File: config.mk
export PLATFORM = sky130hd
export DESIGN_NAME = fpmul_stage3_pipe
export DESIGN_NICKNAME = d
export VERILOG_FILES = /design/src/rtl/fpmul_stage3_pipe.sv
export SDC_FILE = /design/constraint.sdc
export NUM_CORES = 1
export LEC_CHECK = 0
export CORE_AREA = 3 3 88 90
export CTS_BUF_LIST = sky130_fd_sc_hd__clkbuf_4 sky130_fd_sc_hd__clkbuf_8
export DETAILED_ROUTE_END_ITERATION = 10
export DIE_AREA = 0 0 91 93
export GPL_TIMING_DRIVEN = 0
export PLACE_DENSITY = 0.83
export SYNTH_ARGS = -nofsm -noshare
export SYNTH_HDL_FRONTEND = slang
export SYNTH_SLANG_ARGS = --single-unit
File: constraint.sdc
create_clock -name clk -period 1.78 [get_ports clk]
set_clock_uncertainty 0.1 [all_clocks]
set_input_delay 0.356 -clock clk [delete_from_list [all_inputs] [get_ports clk]]
set_output_delay 0.356 -clock clk [all_outputs]
set_load 0.02 [all_outputs]
File: src/rtl/fpmul_stage3_pipe.sv
// ----------------------------------------------------------------------------
// fpmul_stage3_pipe
// Normalise/round stage of the floating-point multiplier pipeline.
// It sits between the significand-product stage and the pack/exception stage.
//   Slot A : 1-bit post-multiply normalisation of the incoming product.
//   Slot B : rounding and post-round renormalisation. Slot B drives all outputs.
// The two slots form a valid/ready skid pair, so stalls lose no data.
//
// Build option:
//   FPMUL_STAGE3_RNE_EN defined   -> round to nearest, ties to even
//   FPMUL_STAGE3_RNE_EN undefined -> truncation toward zero
//
// Ports:
//   clk, rst_n          clock, asynchronous active-low reset
//   in_valid / in_ready upstream handshake; in_ready depends only on state and out_ready
//   EXP_in, SIG_in      biased exponent and unnormalised significand
//                       SIG_in layout: [SW-1] ovf, [SW-2] hidden, [2:0] G/R/S
//   *_in flags          sign/INF/NaN/zero/exp-pos/exp-neg, carried unchanged
//   out_valid/out_ready downstream handshake
//   EXP_out, SIG_out    rounded exponent and significand (GRS cleared)
//   EXP_ovf             an exponent increment in this stage wrapped past all-ones
//   *_out flags         sideband flags, delayed with the data
// ----------------------------------------------------------------------------
package fpmul_stage3_pipe_pkg;

   // Sideband classification flags travelling with each beat
   typedef struct packed {
      logic sign;
      logic is_inf;
      logic is_nan;
      logic is_z;
      logic exp_pos;
      logic exp_neg;
   } flags_t;

endpackage

module fpmul_stage3_pipe
   import fpmul_stage3_pipe_pkg::*;
#(
   parameter int unsigned EXP_WIDTH = 8,
   parameter int unsigned SIG_WIDTH = 28
) (
   input  logic                 clk,
   input  logic                 rst_n,
   input  logic                 in_valid,
   output logic                 in_ready,
   input  logic [EXP_WIDTH-1:0] EXP_in,
   input  logic [SIG_WIDTH-1:0] SIG_in,
   input  logic                 SIGN_in,
   input  logic                 isINF_in,
   input  logic                 isNaN_in,
   input  logic                 isZ_in,
   input  logic                 EXP_pos_in,
   input  logic                 EXP_neg_in,
   output logic                 out_valid,
   input  logic                 out_ready,
   output logic [EXP_WIDTH-1:0] EXP_out,
   output logic [SIG_WIDTH-1:0] SIG_out,
   output logic                 EXP_ovf,
   output logic                 SIGN_out,
   output logic                 isINF_out,
   output logic                 isNaN_out,
   output logic                 isZ_out,
   output logic                 EXP_pos_out,
   output logic                 EXP_neg_out
);

   localparam int unsigned RND_WIDTH = SIG_WIDTH + 1;

   // ------------------------------------------------------------------
   // State
   // ------------------------------------------------------------------
   logic                 va_q, va_d;
   logic                 vb_q, vb_d;

   logic [EXP_WIDTH-1:0] exp_a_q, exp_a_d;
   logic [SIG_WIDTH-1:0] sig_a_q, sig_a_d;
   logic                 wrap_a_q, wrap_a_d;
   flags_t               flags_a_q, flags_a_d;

   logic [EXP_WIDTH-1:0] exp_b_q, exp_b_d;
   logic [SIG_WIDTH-1:0] sig_b_q, sig_b_d;
   logic                 ovf_b_q, ovf_b_d;
   flags_t               flags_b_q, flags_b_d;

   // ------------------------------------------------------------------
   // Handshake
   // ------------------------------------------------------------------
   logic adv_a;
   logic adv_b;
   logic load_a;
   logic load_b;

   // B can take new content when it is empty or being consumed; A likewise behind B
   always_comb begin
      adv_b  = !vb_q || out_ready;
      adv_a  = !va_q || adv_b;
      load_a = adv_a && in_valid;
      load_b = va_q && adv_b;
   end

   assign in_ready = adv_a;

   // ------------------------------------------------------------------
   // Normalise (feeds slot A)
   // ------------------------------------------------------------------
   logic [EXP_WIDTH-1:0] exp_n;
   logic [SIG_WIDTH-1:0] sig_n;
   logic                 wrap_n;
   flags_t               flags_in;

   always_comb begin
      flags_in = '{sign:    SIGN_in,
                   is_inf:  isINF_in,
                   is_nan:  isNaN_in,
                   is_z:    isZ_in,
                   exp_pos: EXP_pos_in,
                   exp_neg: EXP_neg_in};
   end

   // Overflow bit set: shift right once, folding the dropped bit into sticky
   always_comb begin
      exp_n  = EXP_in;
      sig_n  = SIG_in;
      wrap_n = 1'b0;
      if (SIG_in[SIG_WIDTH-1]) begin
         sig_n  = {1'b0, SIG_in[SIG_WIDTH-1:2], SIG_in[1] | SIG_in[0]};
         exp_n  = EXP_in + EXP_WIDTH'(1);
         wrap_n = &EXP_in;
      end
   end

   // ------------------------------------------------------------------
   // Round (slot A -> slot B)
   // ------------------------------------------------------------------
   logic                 inc;
   logic                 carry;
   logic [RND_WIDTH-1:0] sig_trunc;
   logic [RND_WIDTH-1:0] sig_sum;
   logic [SIG_WIDTH-1:0] sig_shift;
   logic [EXP_WIDTH-1:0] exp_r;
   logic [SIG_WIDTH-1:0] sig_r;
   logic                 ovf_r;

`ifdef FPMUL_STAGE3_RNE_EN
   // Round up above the halfway point, and on an exact tie only when the kept LSB is odd
   always_comb begin
      inc = sig_a_q[2] & (sig_a_q[1] | sig_a_q[0] | sig_a_q[3]);
   end
`else
   always_comb begin
      inc = 1'b0;
   end
`endif

   // Carry out of the fraction lands on the overflow bit; renormalise by one
   always_comb begin
      sig_trunc = {1'b0, sig_a_q} & ~RND_WIDTH'(7);
      sig_sum   = sig_trunc + (RND_WIDTH'(inc) << 3);
      carry     = sig_sum[SIG_WIDTH-1];
      sig_shift = carry ? sig_sum[SIG_WIDTH:1] : sig_sum[SIG_WIDTH-1:0];
      sig_r     = sig_shift & ~SIG_WIDTH'(7);
      exp_r     = carry ? exp_a_q + EXP_WIDTH'(1) : exp_a_q;
      ovf_r     = wrap_a_q | (carry & (&exp_a_q));
   end

   // ------------------------------------------------------------------
   // Next-state
   // ------------------------------------------------------------------
   // Slot A: refilled whenever it can advance; valid follows in_valid then
   always_comb begin
      va_d      = va_q;
      exp_a_d   = exp_a_q;
      sig_a_d   = sig_a_q;
      wrap_a_d  = wrap_a_q;
      flags_a_d = flags_a_q;
      if (adv_a) begin
         va_d = in_valid;
      end
      if (load_a) begin
         exp_a_d   = exp_n;
         sig_a_d   = sig_n;
         wrap_a_d  = wrap_n;
         flags_a_d = flags_in;
      end
   end

   // Slot B: takes A's rounded content, or empties when A has nothing to give
   always_comb begin
      vb_d      = vb_q;
      exp_b_d   = exp_b_q;
      sig_b_d   = sig_b_q;
      ovf_b_d   = ovf_b_q;
      flags_b_d = flags_b_q;
      if (adv_b) begin
         vb_d = va_q;
      end
      if (load_b) begin
         exp_b_d   = exp_r;
         sig_b_d   = sig_r;
         ovf_b_d   = ovf_r;
         flags_b_d = flags_a_q;
      end
   end

   // ------------------------------------------------------------------
   // Registers
   // ------------------------------------------------------------------
   always_ff @(posedge clk or negedge rst_n) begin
      if (!rst_n) begin
         va_q      <= 1'b0;
         exp_a_q   <= '0;
         sig_a_q   <= '0;
         wrap_a_q  <= 1'b0;
         flags_a_q <= '0;
         vb_q      <= 1'b0;
         exp_b_q   <= '0;
         sig_b_q   <= '0;
         ovf_b_q   <= 1'b0;
         flags_b_q <= '0;
      end else begin
         va_q      <= va_d;
         exp_a_q   <= exp_a_d;
         sig_a_q   <= sig_a_d;
         wrap_a_q  <= wrap_a_d;
         flags_a_q <= flags_a_d;
         vb_q      <= vb_d;
         exp_b_q   <= exp_b_d;
         sig_b_q   <= sig_b_d;
         ovf_b_q   <= ovf_b_d;
         flags_b_q <= flags_b_d;
      end
   end

   // ------------------------------------------------------------------
   // Outputs (straight from slot B)
   // ------------------------------------------------------------------
   assign out_valid   = vb_q;
   assign EXP_out     = exp_b_q;
   assign SIG_out     = sig_b_q;
   assign EXP_ovf     = ovf_b_q;
   assign SIGN_out    = flags_b_q.sign;
   assign isINF_out   = flags_b_q.is_inf;
   assign isNaN_out   = flags_b_q.is_nan;
   assign isZ_out     = flags_b_q.is_z;
   assign EXP_pos_out = flags_b_q.exp_pos;
   assign EXP_neg_out = flags_b_q.exp_neg;

endmodule

==> impl_metrics.csv <==
group,metric,value,unit
grt,antenna_found_initial,0,
clock_network,htree_levels,3,
placed_design,routabilityCongestion,0.7437,
route,wire_per_inst,16.72,um
yosys,syn_inst,263,
yosys,syn_area_per_cell,13.10,um2
clock_network,cts_made_buffers,9,
route,wl_met3,430,um
layout,area_growth,35.45,%
layout,fin_cells,467,
floorplanning,die_w,91,um
timing,setup_viol,0,
pwr,p_per_area,1128,mW/mm2
grt,grt_first_pass_wirelength,12940,um
setup_path,crit_type,"primary input to primary output",
run_status,status,"complete, no violations",
clock_network,cts.sinks,80,
timing,rsz0062_at_grt,"false",
layout,mostFrequentLayoutCell,"dfrtp_1",
pwr,vdd_drop_max,0.0005379,V
floorplanning,die_area,0.008463,mm2
placed_design,dp_cells,448,
yosys,ys.flop_type,"dfrtp_1",
route,vias_per_cell,5.274,
timing,fin_crit,1714,ps
setup_path,max_stage_delay,480,ps
floorplanning,core_area,0.007137,mm2
layout,drive_gt1_share,23.37,%
yosys,ys_seq_elements,80,
floorplanning,fp.dieH,93,um
grt,grt_usage,19.41,%
clock_network,clkLatencyLatePin,350,ps
yosys,synth_seq_area_share,58.12,%
yosys,synth-edff-count,0,
route,highest_layer,"met4",
clock_network,cts.reportedPaths.clkPinSlew,80,ps
setup_path,cp_cell_sequence,"clkdlybuf4s50_1 -> nand3b_4 -> clkdlybuf4s15_2",
route,drc,0,
route,antenna_left,0,
route,met1Wirelength,3425,um
clock_network,tritoncts,"done",
timing,period_share,96.30,%
setup_path,cp-start-kind,"primary input",
layout,layout_common_cells,"dfrtp_1 (80), a21oi_1 (60), mux2_2 (41), clkdlybuf4s50_1 (40), dlygate4sd2_1 (29)",
layout,n_fill_cell,584,
layout,diodes,0,
timing,hold_violations,0,
yosys,async_flop_share,100.0,%
placed_design,portBuffers,82,
route,firstDrtPassIters,4,
hold_path,hold_path.class,"primary input to flop",
layout,nets,410,
setup_path,critical-path-slowest-cell,"clkdlybuf4s50_1",
setup_path,critPathArrivalTime,1260,ps
placed_design,hpwl,5410,um
floorplanning,num_io_pins,91,
grt,overflow,0,
grt,grt_max_degree,44,
setup_path,cp-end-kind,"primary output",
floorplanning,num_rows,31,
route,drt_iter0_drc,102,
route,vias,2463,
floorplanning,initial_utilization,48.26,%
placed_design,placed_area,0.004418,mm2
route,drt_wl_total,7809,um
timing,finalMaxSlewViolations,0,
clock_network,cts.path.max_buffers,2,
yosys,syn_area,0.003445,mm2
setup_path,critPathRequiredTime,1320,ps
pwr,power_leakage,0.002055,uW
grt,first_global_vias,2600,
job,cap_violations,0,
yosys,ys_warn_count,0,
setup_path,cp_max_fo,2,
timing,fmax,0.5834,GHz
yosys,synth_cell_types,28,
route,met2_length,3836,um
layout,final_cell_area,0.004666,mm2
clock_network,root_buffer,"clkbuf_8",
critical path: cells and delay by family:
kind	cells	cell delay, ps
buffers and inverters	2	750
and+or+nand+nor	1	150
registers in the layout, summed over array words and instances (netlist names), 6 cells and up:
signal,cells
sig_a_q,24
exp_a_q,8
EXP_out,8
SIG_out,24
flags_a_q,6
synthesized netlist by cell type (2+ instances only):
| cell | number | area (um2) |
|---|---|---|
| mux2_4 | 4 | 60.06 |
| buf_4 | 4 | 30.03 |
| a21oi_1 | 60 | 300.3 |
| a31oi_1 | 2 | 12.51 |
| clkbuf_1 | 6 | 22.52 |
| buf_6 | 7 | 78.83 |
| nor2_1 | 2 | 7.510 |
| buf_2 | 4 | 20.02 |
| or3_1 | 2 | 12.51 |
| mux2_2 | 41 | 461.7 |
| xor2_1 | 3 | 26.28 |
| nand2b_1 | 3 | 18.77 |
| dfrtp_1 | 80 | 2002 |
| nand3_1 | 2 | 10.01 |
| o21ai_0 | 3 | 15.01 |
| mux2i_1 | 24 | 240.2 |
| nand4_1 | 3 | 18.77 |
| nand2_1 | 3 | 11.26 |
stage by stage:
stage          TNS, ps  worst slack [ps]  util [%]  hold WS, ps  power, uW
3_5_place_dp    -11470            -807.4     61.90        253.8       3924
5_1_grt              0             7.833     65.38        268.9       5508
3_3_place_gp   -205950             -2445     61.66        383.3       3875
6_report             0             65.83     65.38        249.3       5264
4_1_cts              0             1.107     64.99        234.9       5320
2_1_floorplan        0             261.2         -       -39.59       3162
per-layer routing:
metal	vias up	global-route usage (%)
met3	12	4.988
li1	1138	-
met5	-	0
met1	1231	25.15
met4	0	7.663
met2	82	31.39
final timing paths:
kind / startpoint / endpoint / slack (ps) / cells after the start
setup / recovery: out_ready / in_ready / 70 / 3
hold / removal: in_valid / va_q / 250 / 2
setup reg to reg: out_valid / EXP_out[5] / 210 / 5
hold reg to reg: SIG_out[8] / SIG_out[8] / 400 / 1
max in group asynchronous: rst_n / exp_a_q[5] / 580 / 3
min in group asynchronous: rst_n / EXP_out[2] / 410 / 2
cell families (layout without fill, tap and decap cells):
kind of cell,after synthesis,count (layout),share of synthesized area (%)
other,1,4,0.1089
AND/OR/NAND/NOR,17,17,3.124
XOR/XNOR,4,4,1.017
multiplexers,69,69,22.12
adder cells (fa/ha/maj),1,1,0.3632
buffers and inverters,22,124,4.613
flip-flops,80,80,58.12
AO/OA/AOI/OAI,69,69,10.53
layout make-up:
| class | count | area [um2] | share of cell area, % |
|---|---|---|---|
| sequential | 80 | 2002 | 42.91 |
| multi-input combinational | 164 | 1295 | 27.76 |
| timing repair buffer | 87 | 863.3 | 18.50 |
| buffer | 21 | 155.1 | 3.325 |
| clock buffer | 9 | 123.9 | 2.655 |
| tap | 99 | 123.9 | 2.655 |
| clock inverter | 7 | 102.6 | 2.199 |
timing repair:
action                                 4_1_cts  5_1_grt
setup buffers                                3        0
endpoints found under the hold margin       37        0
resized for setup                           32       11
hold buffers                                 1        0
setup endpoints to repair                   30       11
where the power goes:
part           switching (uW)  leakage [uW]  internal, uW
sequential                183      0.000895          2170
combinational             716       0.00105           683
clock                     704      0.000111           807
No activity file was read; power rests on OpenSTA's default activity.
